$ cat src/rtl/fighter_motion_pkg.sv
// Shared types and default geometry for the per-fighter motion controller.
// Both the horizontal controller and the jump arc import this package.
package fighter_motion_pkg;

   typedef enum logic [1:0] {
      H_WALK  = 2'd0,
      H_DASH  = 2'd1,
      H_KNOCK = 2'd2
   } h_state_t;

   typedef enum logic {
      V_GROUND = 1'b0,
      V_AIR    = 1'b1
   } v_state_t;

   // Playfield geometry; the fighter bounds sit EDGE_X in from either side.
   localparam int MAP_X  = 448;
   localparam int MAP_Y  = 352;
   localparam int EDGE_X = 160;

   localparam int DEF_X_W      = 11;
   localparam int DEF_Y_W      = 10;
   localparam int DEF_X_MIN    = EDGE_X;
   localparam int DEF_X_MAX    = MAP_X - EDGE_X;
   localparam int DEF_X_INIT   = MAP_X - EDGE_X;
   localparam int DEF_GROUND_Y = -(MAP_Y / 2);
   localparam int DEF_V        = 8;
   localparam int DEF_MAX_J    = 32;

   function automatic int cnt_bits(input int n);
      return (n < 1) ? 1 : $clog2(n + 1);
   endfunction

endpackage

$ cat src/rtl/fighter_motion_jump_arc.sv
// Vertical motion: ground/air FSM, air tick counter, parabolic y and landed pulse.
// Every register advances only on tick; landed is high for the one clk after the landing tick.
module jump_arc
   import fighter_motion_pkg::*;
#(
   parameter int Y_W      = DEF_Y_W,
   parameter int GROUND_Y = DEF_GROUND_Y,
   parameter int V        = DEF_V,
   parameter int MAX_J    = DEF_MAX_J
) (
   input  logic                  clk,
   input  logic                  rst,
   input  logic                  tick,
   input  logic                  start,
   output logic signed [Y_W-1:0] y,
   output logic                  air,
   output logic                  landed
);

   localparam int CNT_W = cnt_bits(MAX_J);
   localparam logic signed [15:0]    G16 = 16'(GROUND_Y);
   localparam logic signed [15:0]    V16 = 16'(V);
   localparam logic signed [Y_W-1:0] GY  = Y_W'(GROUND_Y);

   v_state_t              v_state, v_nxt;
   logic [CNT_W-1:0]      cnt, cnt_nxt, c;
   logic signed [Y_W-1:0] y_nxt;
   logic                  land_nxt;
   logic signed [15:0]    c16, arc16;

   function automatic logic signed [15:0] floor_ground(input logic signed [15:0] v);
      return (v < G16) ? G16 : v;
   endfunction

   // Height for air tick c, computed wide so the square cannot wrap before the floor clamp.
   always_comb begin
      c     = cnt + CNT_W'(1);
      c16   = 16'(c);
      arc16 = floor_ground(G16 + V16 * c16 - ((c16 * c16) >>> 2));
   end

   always_comb begin
      v_nxt    = v_state;
      cnt_nxt  = cnt;
      y_nxt    = y;
      land_nxt = 1'b0;
      if (tick) begin
         case (v_state)
            V_GROUND: begin
               if (start) begin
                  v_nxt   = V_AIR;
                  cnt_nxt = '0;
                  y_nxt   = GY;
               end
            end
            V_AIR: begin
               if (c == CNT_W'(MAX_J)) begin
                  v_nxt    = V_GROUND;
                  cnt_nxt  = '0;
                  y_nxt    = GY;
                  land_nxt = 1'b1;
               end else begin
                  cnt_nxt = c;
                  y_nxt   = Y_W'(arc16);
               end
            end
            default: v_nxt = V_GROUND;
         endcase
      end
   end

   always_ff @(posedge clk or posedge rst) begin
      if (rst) begin
         v_state <= V_GROUND;
         cnt     <= '0;
         y       <= GY;
         landed  <= 1'b0;
      end else begin
         v_state <= v_nxt;
         cnt     <= cnt_nxt;
         y       <= y_nxt;
         landed  <= land_nxt;
      end
   end

   assign air = (v_state == V_AIR);

endmodule

$ cat src/rtl/fighter_motion.sv
// Per-fighter motion controller: walk, double-tap dash, knockback, facing and pose flags.
// Horizontal FSM and flags live here; the vertical arc is delegated to jump_arc.
module fighter_motion
   import fighter_motion_pkg::*;
#(
   parameter int X_W      = DEF_X_W,
   parameter int Y_W      = DEF_Y_W,
   parameter int X_MIN    = DEF_X_MIN,
   parameter int X_MAX    = DEF_X_MAX,
   parameter int X_INIT   = DEF_X_INIT,
   parameter int GROUND_Y = DEF_GROUND_Y,
   parameter int STEP_X   = 4,
   parameter int DASH_X   = 12,
   parameter int DASH_LEN = 6,
   parameter int DTAP_WIN = 8,
   parameter int V        = DEF_V,
   parameter int MAX_J    = DEF_MAX_J,
   parameter int KB_X     = 8,
   parameter int KB_LEN   = 4
) (
   input  logic                  clk,
   input  logic                  rst,
   input  logic                  frame_tick,
   input  logic                  right,
   input  logic                  left,
   input  logic                  jump,
   input  logic                  squat,
   input  logic                  defend,
   input  logic                  hit,
   input  logic                  hit_dir,
   input  logic signed [X_W-1:0] opp_x,
   output logic signed [X_W-1:0] x,
   output logic signed [Y_W-1:0] y,
   output logic                  isD,
   output logic                  isQ,
   output logic                  isJ,
   output logic                  is_dash,
   output logic                  is_hit,
   output logic                  facing,
   output logic                  landed,
   output logic                  blocked
);

   localparam int XE = X_W + 2;
   localparam int DW = cnt_bits(DASH_LEN);
   localparam int KW = cnt_bits(KB_LEN);
   localparam int WW = cnt_bits(DTAP_WIN);
   localparam logic signed [XE-1:0] XMIN_E = XE'(X_MIN);
   localparam logic signed [XE-1:0] XMAX_E = XE'(X_MAX);
   localparam logic signed [XE-1:0] STEP_E = XE'(STEP_X);
   localparam logic signed [XE-1:0] DASH_E = XE'(DASH_X);
   localparam logic signed [XE-1:0] KB_E   = XE'(KB_X);
   localparam logic signed [XE-1:0] KBH_E  = XE'(KB_X >> 1);

   h_state_t              h_state, h_nxt;
   logic [DW-1:0]         dash_cnt, dash_cnt_nxt;
   logic [KW-1:0]         kb_cnt, kb_cnt_nxt;
   logic [WW-1:0]         win_cnt, win_nxt;
   logic                  last_dir, last_dir_nxt, move_dir, move_dir_nxt;
   logic                  kb_half, kb_half_nxt, prev_r, prev_r_nxt, prev_l, prev_l_nxt;
   logic                  hit_lat, hit_lat_nxt, hit_dir_lat, hit_dir_lat_nxt, fac_init;
   logic signed [X_W-1:0] x_nxt;
   logic                  facing_nxt, isD_nxt, isQ_nxt, is_dash_nxt, is_hit_nxt, blocked_nxt;
   logic signed [XE-1:0]  x_ext, delta;
   logic                  gnd, walk_ok, isd_c, isq_c, rise_r, rise_l, rise_any, dtap;
   logic                  hit_now, hdir, jump_start;

   function automatic logic signed [X_W-1:0] sat_x(input logic signed [XE-1:0] v);
      if (v < XMIN_E) return X_W'(X_MIN);
      if (v > XMAX_E) return X_W'(X_MAX);
      return X_W'(v);
   endfunction

   function automatic logic signed [XE-1:0] signed_step(input logic dir,
                                                        input logic signed [XE-1:0] mag);
      return dir ? mag : -mag;
   endfunction

   // Pose decode for the current tick; defend outranks squat when both are held.
   always_comb begin
      gnd        = !isJ;
      walk_ok    = (h_state == H_WALK);
      isd_c      = defend & gnd & walk_ok;
      isq_c      = squat & !defend & gnd & walk_ok;
      rise_r     = right & !prev_r;
      rise_l     = left & !prev_l;
      rise_any   = rise_r | rise_l;
      dtap       = walk_ok & gnd & rise_any & (win_cnt != '0) & (last_dir == rise_r);
      hit_now    = hit_lat | hit;
      hdir       = hit ? hit_dir : hit_dir_lat;
      jump_start = jump & !isq_c & walk_ok;
      x_ext      = {{2{x[X_W-1]}}, x};
   end

   always_comb begin
      h_nxt           = h_state;
      dash_cnt_nxt    = dash_cnt;
      kb_cnt_nxt      = kb_cnt;
      win_nxt         = win_cnt;
      last_dir_nxt    = last_dir;
      move_dir_nxt    = move_dir;
      kb_half_nxt     = kb_half;
      prev_r_nxt      = prev_r;
      prev_l_nxt      = prev_l;
      hit_lat_nxt     = hit_lat;
      hit_dir_lat_nxt = hit_dir_lat;
      x_nxt           = x;
      facing_nxt      = facing;
      isD_nxt         = isD;
      isQ_nxt         = isQ;
      is_dash_nxt     = is_dash;
      is_hit_nxt      = is_hit;
      blocked_nxt     = 1'b0;
      delta           = '0;
      if (frame_tick) begin
         win_nxt     = (win_cnt != '0) ? win_cnt - WW'(1) : '0;
         prev_r_nxt  = right;
         prev_l_nxt  = left;
         hit_lat_nxt = 1'b0;
         is_dash_nxt = 1'b0;
         is_hit_nxt  = 1'b0;
         if (hit_now) begin
            // A defended hit pushes half as far for its whole duration and is reported as blocked.
            h_nxt        = (KB_LEN > 1) ? H_KNOCK : H_WALK;
            kb_cnt_nxt   = KW'(KB_LEN - 1);
            move_dir_nxt = hdir;
            kb_half_nxt  = isd_c;
            delta        = signed_step(hdir, isd_c ? KBH_E : KB_E);
            blocked_nxt  = isd_c;
            is_hit_nxt   = !isd_c;
         end else begin
            case (h_state)
               H_WALK: begin
                  if (dtap) begin
                     h_nxt        = (DASH_LEN > 1) ? H_DASH : H_WALK;
                     dash_cnt_nxt = DW'(DASH_LEN - 1);
                     move_dir_nxt = rise_r;
                     delta        = signed_step(rise_r, DASH_E);
                     is_dash_nxt  = 1'b1;
                     win_nxt      = '0;
                  end else begin
                     if (rise_any) begin
                        win_nxt      = WW'(DTAP_WIN);
                        last_dir_nxt = rise_r;
                     end
                     if (!isq_c && !isd_c && (right || left))
                        delta = signed_step(right, STEP_E);
                  end
               end
               H_DASH: begin
                  delta        = signed_step(move_dir, DASH_E);
                  is_dash_nxt  = 1'b1;
                  dash_cnt_nxt = dash_cnt - DW'(1);
                  if (dash_cnt <= DW'(1)) h_nxt = H_WALK;
               end
               H_KNOCK: begin
                  delta      = signed_step(move_dir, kb_half ? KBH_E : KB_E);
                  is_hit_nxt = !kb_half;
                  kb_cnt_nxt = kb_cnt - KW'(1);
                  if (kb_cnt <= KW'(1)) h_nxt = H_WALK;
               end
               default: h_nxt = H_WALK;
            endcase
         end
         x_nxt = sat_x(x_ext + delta);
         if (opp_x > x_nxt)      facing_nxt = 1'b1;
         else if (opp_x < x_nxt) facing_nxt = 1'b0;
         isD_nxt = isd_c;
         isQ_nxt = isq_c;
      end else begin
         if (hit) begin
            hit_lat_nxt     = 1'b1;
            hit_dir_lat_nxt = hit_dir;
         end
         // First clk out of reset: face the opponent before any tick has arrived.
         if (fac_init) facing_nxt = (opp_x > x);
      end
   end

   always_ff @(posedge clk or posedge rst) begin
      if (rst) begin
         h_state     <= H_WALK;
         dash_cnt    <= '0;
         kb_cnt      <= '0;
         win_cnt     <= '0;
         last_dir    <= 1'b0;
         move_dir    <= 1'b0;
         kb_half     <= 1'b0;
         prev_r      <= 1'b0;
         prev_l      <= 1'b0;
         hit_lat     <= 1'b0;
         hit_dir_lat <= 1'b0;
         fac_init    <= 1'b1;
         x           <= X_W'(X_INIT);
         facing      <= 1'b0;
         isD         <= 1'b0;
         isQ         <= 1'b0;
         is_dash     <= 1'b0;
         is_hit      <= 1'b0;
         blocked     <= 1'b0;
      end else begin
         h_state     <= h_nxt;
         dash_cnt    <= dash_cnt_nxt;
         kb_cnt      <= kb_cnt_nxt;
         win_cnt     <= win_nxt;
         last_dir    <= last_dir_nxt;
         move_dir    <= move_dir_nxt;
         kb_half     <= kb_half_nxt;
         prev_r      <= prev_r_nxt;
         prev_l      <= prev_l_nxt;
         hit_lat     <= hit_lat_nxt;
         hit_dir_lat <= hit_dir_lat_nxt;
         fac_init    <= 1'b0;
         x           <= x_nxt;
         facing      <= facing_nxt;
         isD         <= isD_nxt;
         isQ         <= isQ_nxt;
         is_dash     <= is_dash_nxt;
         is_hit      <= is_hit_nxt;
         blocked     <= blocked_nxt;
      end
   end

   jump_arc #(
      .Y_W      (Y_W),
      .GROUND_Y (GROUND_Y),
      .V        (V),
      .MAX_J    (MAX_J)
   ) u_arc (
      .clk    (clk),
      .rst    (rst),
      .tick   (frame_tick),
      .start  (jump_start),
      .y      (y),
      .air    (isJ),
      .landed (landed)
   );

endmodule

$ cat config.mk
export PLATFORM = sky130hd
export DESIGN_NAME = fighter_motion
export DESIGN_NICKNAME = d
export VERILOG_FILES = /design/src/rtl/fighter_motion_pkg.sv /design/src/rtl/fighter_motion_jump_arc.sv /design/src/rtl/fighter_motion.sv
export SDC_FILE = /design/constraint.sdc
export NUM_CORES = 1
export LEC_CHECK = 0
export ABC_AREA = 1
export CORE_UTILIZATION = 59
export DETAILED_ROUTE_END_ITERATION = 8
export PLACE_DENSITY = 0.93
export SKIP_LAST_GASP = 1
export SYNTH_ARGS = -nofsm -noshare
export SYNTH_HDL_FRONTEND = slang
export SYNTH_SLANG_ARGS = --single-unit
$ cat constraint.sdc
create_clock -name clk -period 7.8 [get_ports clk]
set_clock_uncertainty 0.15 [all_clocks]
set_input_delay 1.56 -clock clk [delete_from_list [all_inputs] [get_ports clk]]
set_output_delay 1.56 -clock clk [all_outputs]
set_load 0.02 [all_outputs]
==> results.md, run 1 <==
* Vias per cell at 5.52
* Sequential element share of the synthesized area at 27.4%
* Initial antenna violation count at 0
* Top cell type's share of synthesized area at 23.8%
* Slowest stage cell, crit path: fa_1
* Place WS at 1120 ps
* Crit path kind: register to register
* Mapped cell area at 5050 sq um
* Slew Viols, Final at 0
* Worst Hold Class: register to register
* Critical path arrival at 6780 ps
* Status: finished clean
* Worst Slack Setup Final at 1140 ps
* Synth-to-layout area growth at 14.0%
* Tmin final at 6660 ps
* Total GRT Usage at 28.9%
* CTS Root Cell: clkbuf_8
* Std cell rows at 33
* Hold_buf cts at 0
* Final Hold Fails at 0
* Post-DR wirelength/cell at 13.9 um
* Slew margin rel. at 31.1%
* DPL Wire Length at 9480 um
* Slowest Stage Delay on Critical Path at 560 ps
* RSZ-0062 raised after global routing: no
* Syn Area/Cell at 7.02 sq um
* CTS tree: done
* Mapped Cells at 719
* Count leader, synth: nand2_1
* Die Wd at 94.5 um
* Share of cells above drive strength 1 at 5.06%
* Later-pin clock latency in the skew report at 330 ps
* Post-CTS Setup Bufs at 0
* Core region area at 8260 sq um
* Nets at 865
* Die height at 94.5 um
* Synth cell count leaders: nand2_1 (181), inv_1 (126), nor2_1 (67), ha_1 (65), dfrtp_1 (48)
* Clock transition at path regs at 110 ps
* Iter 0 DRT Violations at 287
* # port buffers at 49
* Slew of the pin with the lowest slew margin at 1030 ps
* CP max FO at 10
* Finished Cell Area at 5750 sq um
* CP Launch Type: register
* Post-synth cell types at 39
* Die ar. at 8930 sq um
* DR vias at 4839
* CP required at 7920 ps
* Hold_ws at 340 ps
* Remaining DRCs at 0
* Fmax at 150 MHz
* CTS max path bufs at 2
* Area after DPL at 5650 sq um
* Yosys warnings at 0
* Ant diodes at 0
* # IOs at 50
* First-pass GRT wire length at 20600 um
* CTS Buf Count at 5
* WL final at 12200 um
* Pin count of the biggest net entering global routing at 56
* Filler Cell Count at 667
* Initial core utilization at 61.1%
* Vias in the first global route at 4769
* Total grt overflow at 0
* Post-synthesis async set-or-reset flop share at 100%
* Synth Register Bits at 55
* CP most frequent cell: nand2_1
* CP endpoint kind: register
* Synth area leader: dfrtp_1
* Post-synth EDFFs at 0
* Post-cts resize count at 0
* Endpoints failing setup at 0
* Antenna Nets Post-Route at 0
* Ys flop type: dfrtp_1
* H-tree levels at 2
* Sink Count at 55
* Final setup TNS at 0 ps
* Drt pass-1 iters at 5
* GP Congestion at 0.989
* Max-cap violations at 0
* Final Cycle Share at 85.4%
* Area contributors post-synth: dfrtp_1 (24%), ha_1 (16%), nand2_1 (13%)
[final cells by class]
type                            instances  area, sq um  area share, %
Timing Repair Buffer                   50          498           8.65
Inverter                              131          492           8.55
Sequential cell                        55         1390           24.1
Multi-Input combinational cell        527         3150           54.7
Tap cell                              105          131           2.28
Clock inverter                          2         20.0          0.348
Clock buffer                            6         82.6           1.44
[logic make-up (layout without fill, tap and decap cells)]
group	Yosys count	count (layout)	share of synthesized area, %
buf+inv	138	189	10.3
mux	1	1	0.198
compound gates	101	101	11.3
xor+xnor	16	16	2.78
other cells	2	3	0.149
fa+ha+maj	74	74	19.7
simple gates	332	332	28.2
flops	55	55	27.4
[per-stage QoR]
stage	instances	util (%)
floorplan	720	-
global placement	868	68.4
detailed placement	868	68.4
CTS	876	69.7
global route	876	69.7
finish	876	69.7
[placed cells by master, fill, tap and decap left out, types with 2 or more instances in the layout]
cell and instances:
xor2_1 12, clkdlybuf4s50_1 49, inv_2 5, nor3_1 7, o21ai_0 34, ha_1 65, nand3_1 44, nand3_2 3
dfstp_2 7, o21bai_1 2, nor2_1 67, o22ai_1 11, conb_1 3, a31oi_1 2, nand3b_1 5, inv_1 125
nand2_1 181, dfrtp_1 48, nor2_2 2, nand4_1 10, clkbuf_8 6, o21a_1 4, o211ai_1 2, a21oi_1 41
nand2_2 8, fa_1 9, xnor2_1 4
[sequential cells by signal, summed over array words and instances (netlist names), 2 cells and up]
signal and cells:
dash_cnt 3, u_arc.y 10, x 11, win_cnt 4, h_state 2, kb_cnt 3
u_arc.cnt 6
[worst max-delay path, delay by kind of cell, from the launching register on]
family | cells | cell delay (ps)
adder cells (fa/ha/maj) | 7 | 2780
AO/OA/AOI/OAI | 7 | 1500
flip-flops | 1 | 520
XOR/XNOR | 1 | 140
AND/OR/NAND/NOR | 12 | 1200
buffers and inverters | 4 | 300
[path summary, 6_finish.rpt]
path / depth (start not counted) / slack [ps] / startpoint / end
max: 31 / 1140 / u_arc.cnt[0] / u_arc.y[5]
min: 2 / 340 / is_dash / is_dash
max reg2reg: 31 / 1140 / u_arc.cnt[0] / u_arc.y[5]
min reg2reg: 2 / 340 / is_dash / is_dash
max in group asynchronous: 3 / 5430 / rst / facing
min in group asynchronous: 3 / 1590 / rst / dash_cnt[0]
[routing by layer]
metal	vias up	global-route usage (%)	part of all wire (%)
met1	2219	37.0	44
met5	-	0	0
met3	28	3.78	5.8
met4	0	8.84	1.6
li1	2405	-	-
met2	187	50.8	48
Power of run 1 is left out: the tool's default activity adds up to more than one toggle a clock period on the data nets, which glitch-free logic cannot reach.
==> inputs of run 2 (changes only) <==
--- a/config.mk
+++ b/config.mk
@@ -6,9 +6,12 @@
 export NUM_CORES = 1
 export LEC_CHECK = 0
 export ABC_AREA = 1
-export CORE_UTILIZATION = 59
+export CELL_PAD_IN_SITES_DETAIL_PLACEMENT = 0
+export CELL_PAD_IN_SITES_GLOBAL_PLACEMENT = 1
+export CORE_UTILIZATION = 42
 export DETAILED_ROUTE_END_ITERATION = 8
-export PLACE_DENSITY = 0.93
+export GPL_ROUTABILITY_DRIVEN = 0
+export PLACE_DENSITY = 0.92
 export SKIP_LAST_GASP = 1
 export SYNTH_ARGS = -nofsm -noshare
 export SYNTH_HDL_FRONTEND = slang
==> run 2 against run 1 <==
  * The flow now finishes with violations (DRC)
  * Global-route usage is 8.8 points lower
  * Largest cell class unchanged
  * Core utilization is 19 points lower
  * Final area is 2.2% higher
  * Highest routed layer unchanged
==> results.md, run 2 (synthesis gave the netlist of run 1 again) <==
* Status: complete, but fails checks (was finished clean)
* Failing checks: DRC
* Clock transition at path regs at 80 ps (was 110 ps)
* Ant diodes at 0 (unchanged)
* Reg power frac at 14.8%
* Initial antenna violation count at 0 (unchanged)
* Largest regs: x (11), u_arc.y (10), u_arc.cnt (6) (unchanged)
* # IOs at 50 (unchanged)
* Initial core utilization at 43.7% (was 61.1%)
* Buf/Inv on CP at 2 (was 4)
* Critical path arrival at 6460 ps (was 6780 ps)
* Vias in the first global route at 4665 (was 4769)
* WL final at 11700 um (was 12200 um)
* Post-cts resize count at 0 (unchanged)
* DPL Wire Length at 9230 um (was 9480 um)
* WP depth at 29 (was 31)
* Slew Viols, Final at 0 (unchanged)
* Vias per cell at 5.09 (was 5.52)
* Max FFs per register at 11 (unchanged)
* Total grt overflow at 0 (unchanged)
* Area after DPL at 5710 sq um (was 5650 sq um)
* Pint at 0.00130 W
* Most frequent cells in the layout: nand2_1 (181), inv_1 (125), nor2_1 (67) (unchanged)
* Hold_buf cts at 0 (unchanged)
* Tmin final at 6410 ps (was 6660 ps)
* Endpoints failing setup at 0 (unchanged)
* Hold wc startpoint: hit_dir_lat (was is_dash)
* Slowest stage cell, crit path: clkdlybuf4s50_1 (was fa_1)
* VDD IR-drop max at 0.000803 V
* Iter 0 DRT Violations at 262 (was 287)
* Reg-to-reg startpoint: u_arc.cnt[0] (unchanged)
* DR vias at 4654 (was 4839)
* Crit path max-delay family: simple AND/OR/NAND/NOR gates (was adder cells)
* Final Cycle Share at 82.2% (was 85.4%)
* Worst Hold Class: register to register (unchanged)
* Total GRT Usage at 20.2% (was 28.9%)
* Worst Setup SP: right (was u_arc.cnt[0])
* Logic pwr share at 75.5%
* Worst Slack Setup Final at 1390 ps (was 1140 ps)
* Post-DR wirelength/cell at 12.8 um (was 13.9 um)
* CP Launch Type: input port (was register)
* Std cell rows at 39 (was 33)
* Slowest Stage Delay on Critical Path at 550 ps (was 560 ps)
* First-pass GRT wire length at 20800 um (was 20600 um)
* Crit path kind: input port to register (was register to register)
* Net Sw Frac at 53.3%
* Antenna Nets Post-Route at 0 (unchanged)
* Synth-to-layout area growth at 16.5% (was 14.0%)
* Final Hold Fails at 0 (unchanged)
* CTS tree: done (unchanged)
* Pin count of the biggest net entering global routing at 56 (unchanged)
* Fmax at 156 MHz (was 150 MHz)
* RSZ-0062 raised after global routing: no (unchanged)
* Final setup TNS at 0 ps (unchanged)
* Remaining DRCs at 6 (was 0)
* CTS Root Cell: clkbuf_16 (was clkbuf_8)
* Leak pwr at 3.10 nW
* CTS max path bufs at 2 (unchanged)
* Nets at 866 (was 865)
* CP most frequent cell: nand2_1 (unchanged)
* CP max FO at 9 (was 10)
* Core region area at 11600 sq um (was 8260 sq um)
* Max-cap violations at 0 (unchanged)
* Reg2reg path depth at 31 (unchanged)
* CP endpoint kind: register (unchanged)
* Clock power frac at 9.7%
* Slew margin rel. at 45.1% (was 31.1%)
* Sink Count at 55 (unchanged)
* CP required at 7840 ps (was 7920 ps)
* CTS Buf Count at 5 (unchanged)
* Die height at 112 um (was 94.5 um)
* PD cells at 475 nW/um^2
* Hold Path Stages at 2 (unchanged)
* Die Wd at 112 um (was 94.5 um)
* # port buffers at 49 (unchanged)
* Post-CTS Setup Bufs at 0 (unchanged)
* Most common cell after layout, fill and taps aside: nand2_1 (unchanged)
* H-tree levels at 2 (unchanged)
* Final Util at 50.9% (was 69.7%)
* Sw power at 0.00149 W
* Place WS at 1070 ps (was 1120 ps)
* Die ar. at 12500 sq um (was 8930 sq um)
* Filler Cell Count at 1176 (was 667)
* Finished Cell Area at 5880 sq um (was 5750 sq um)
* Slew of the pin with the lowest slew margin at 818 ps (was 1030 ps)
* Share of cells above drive strength 1 at 5.18% (was 5.06%)
* Drt pass-1 iters at 7 (was 5)
* Largest reg by FF count: x (unchanged)
* Later-pin clock latency in the skew report at 300 ps (was 330 ps)
run 2: changes by cell type in the layout (fill, tap and decap cells not counted):
| cell | previous run | this run |
|---|---|---|
| bufinv_16 | 0 | 1 |
| inv_6 | 0 | 1 |
| clkinv_4 | 1 | 0 |
| buf_4 | 1 | 2 |
| clkbuf_8 | 6 | 0 |
| clkbuf_16 | 0 | 5 |
run 2: per-stage QoR:
stage / instances / power (W) / hold slack [ps]
2_1_floorplan: 720 / 0.00203 / 302
3_3_place_gp: 907 / 0.00249 / 316
3_5_place_dp: 907 / 0.00252 / 316
6_report: 915 / 0.00280 / 343
4_1_cts: 915 / 0.00280 / 346
5_1_grt: 915 / 0.00315 / 373
run 2: layout make-up:
class	instances	area (sq um)	area share [%]
timing repair buffer	51	505	8.59
inverter	131	492	8.36
clock inverter	3	50.0	0.851
multi-input combinational	527	3150	53.5
sequential	55	1390	23.5
tap	143	179	3.04
clock buffer	5	125	2.13
run 2: metal layers:
layer,track usage [%],share of wire [%],vias up,wire length (um)
met5,0,0,-,0
met4,5.05,1.2,0,136
met3,3.32,4.2,14,490
met2,33.3,45,106,5290
met1,27.4,49,2124,5780
li1,-,-,2410,-
run 2: final timing paths:
| check | endpoint | slack, ps |
|---|---|---|
| max in group asynchronous | u_arc.cnt[2] | 5420 |
| max | facing | 1390 |
| min in group asynchronous | dash_cnt[0] | 1600 |
| max reg2reg | u_arc.y[0] | 1390 |
| min reg2reg | hit_dir_lat | 340 |
| min | hit_dir_lat | 340 |
run 2: worst min-delay path: stages, from the launching register on:
cell and delay, ps:
dfrtp_1 350, nand2_1 50, o21ai_0 60
run 2: power groups by stage:
stage               registers, W  clock network, W  logic (W)
finish                  0.000414          0.000271    0.00211
global placement        0.000417                 0    0.00208
CTS                     0.000414          0.000277    0.00211
detailed placement      0.000417                 0    0.00210
global route            0.000424          0.000290    0.00243
floorplan               0.000433                 0    0.00160
No activity file was read; power rests on OpenSTA's default activity.
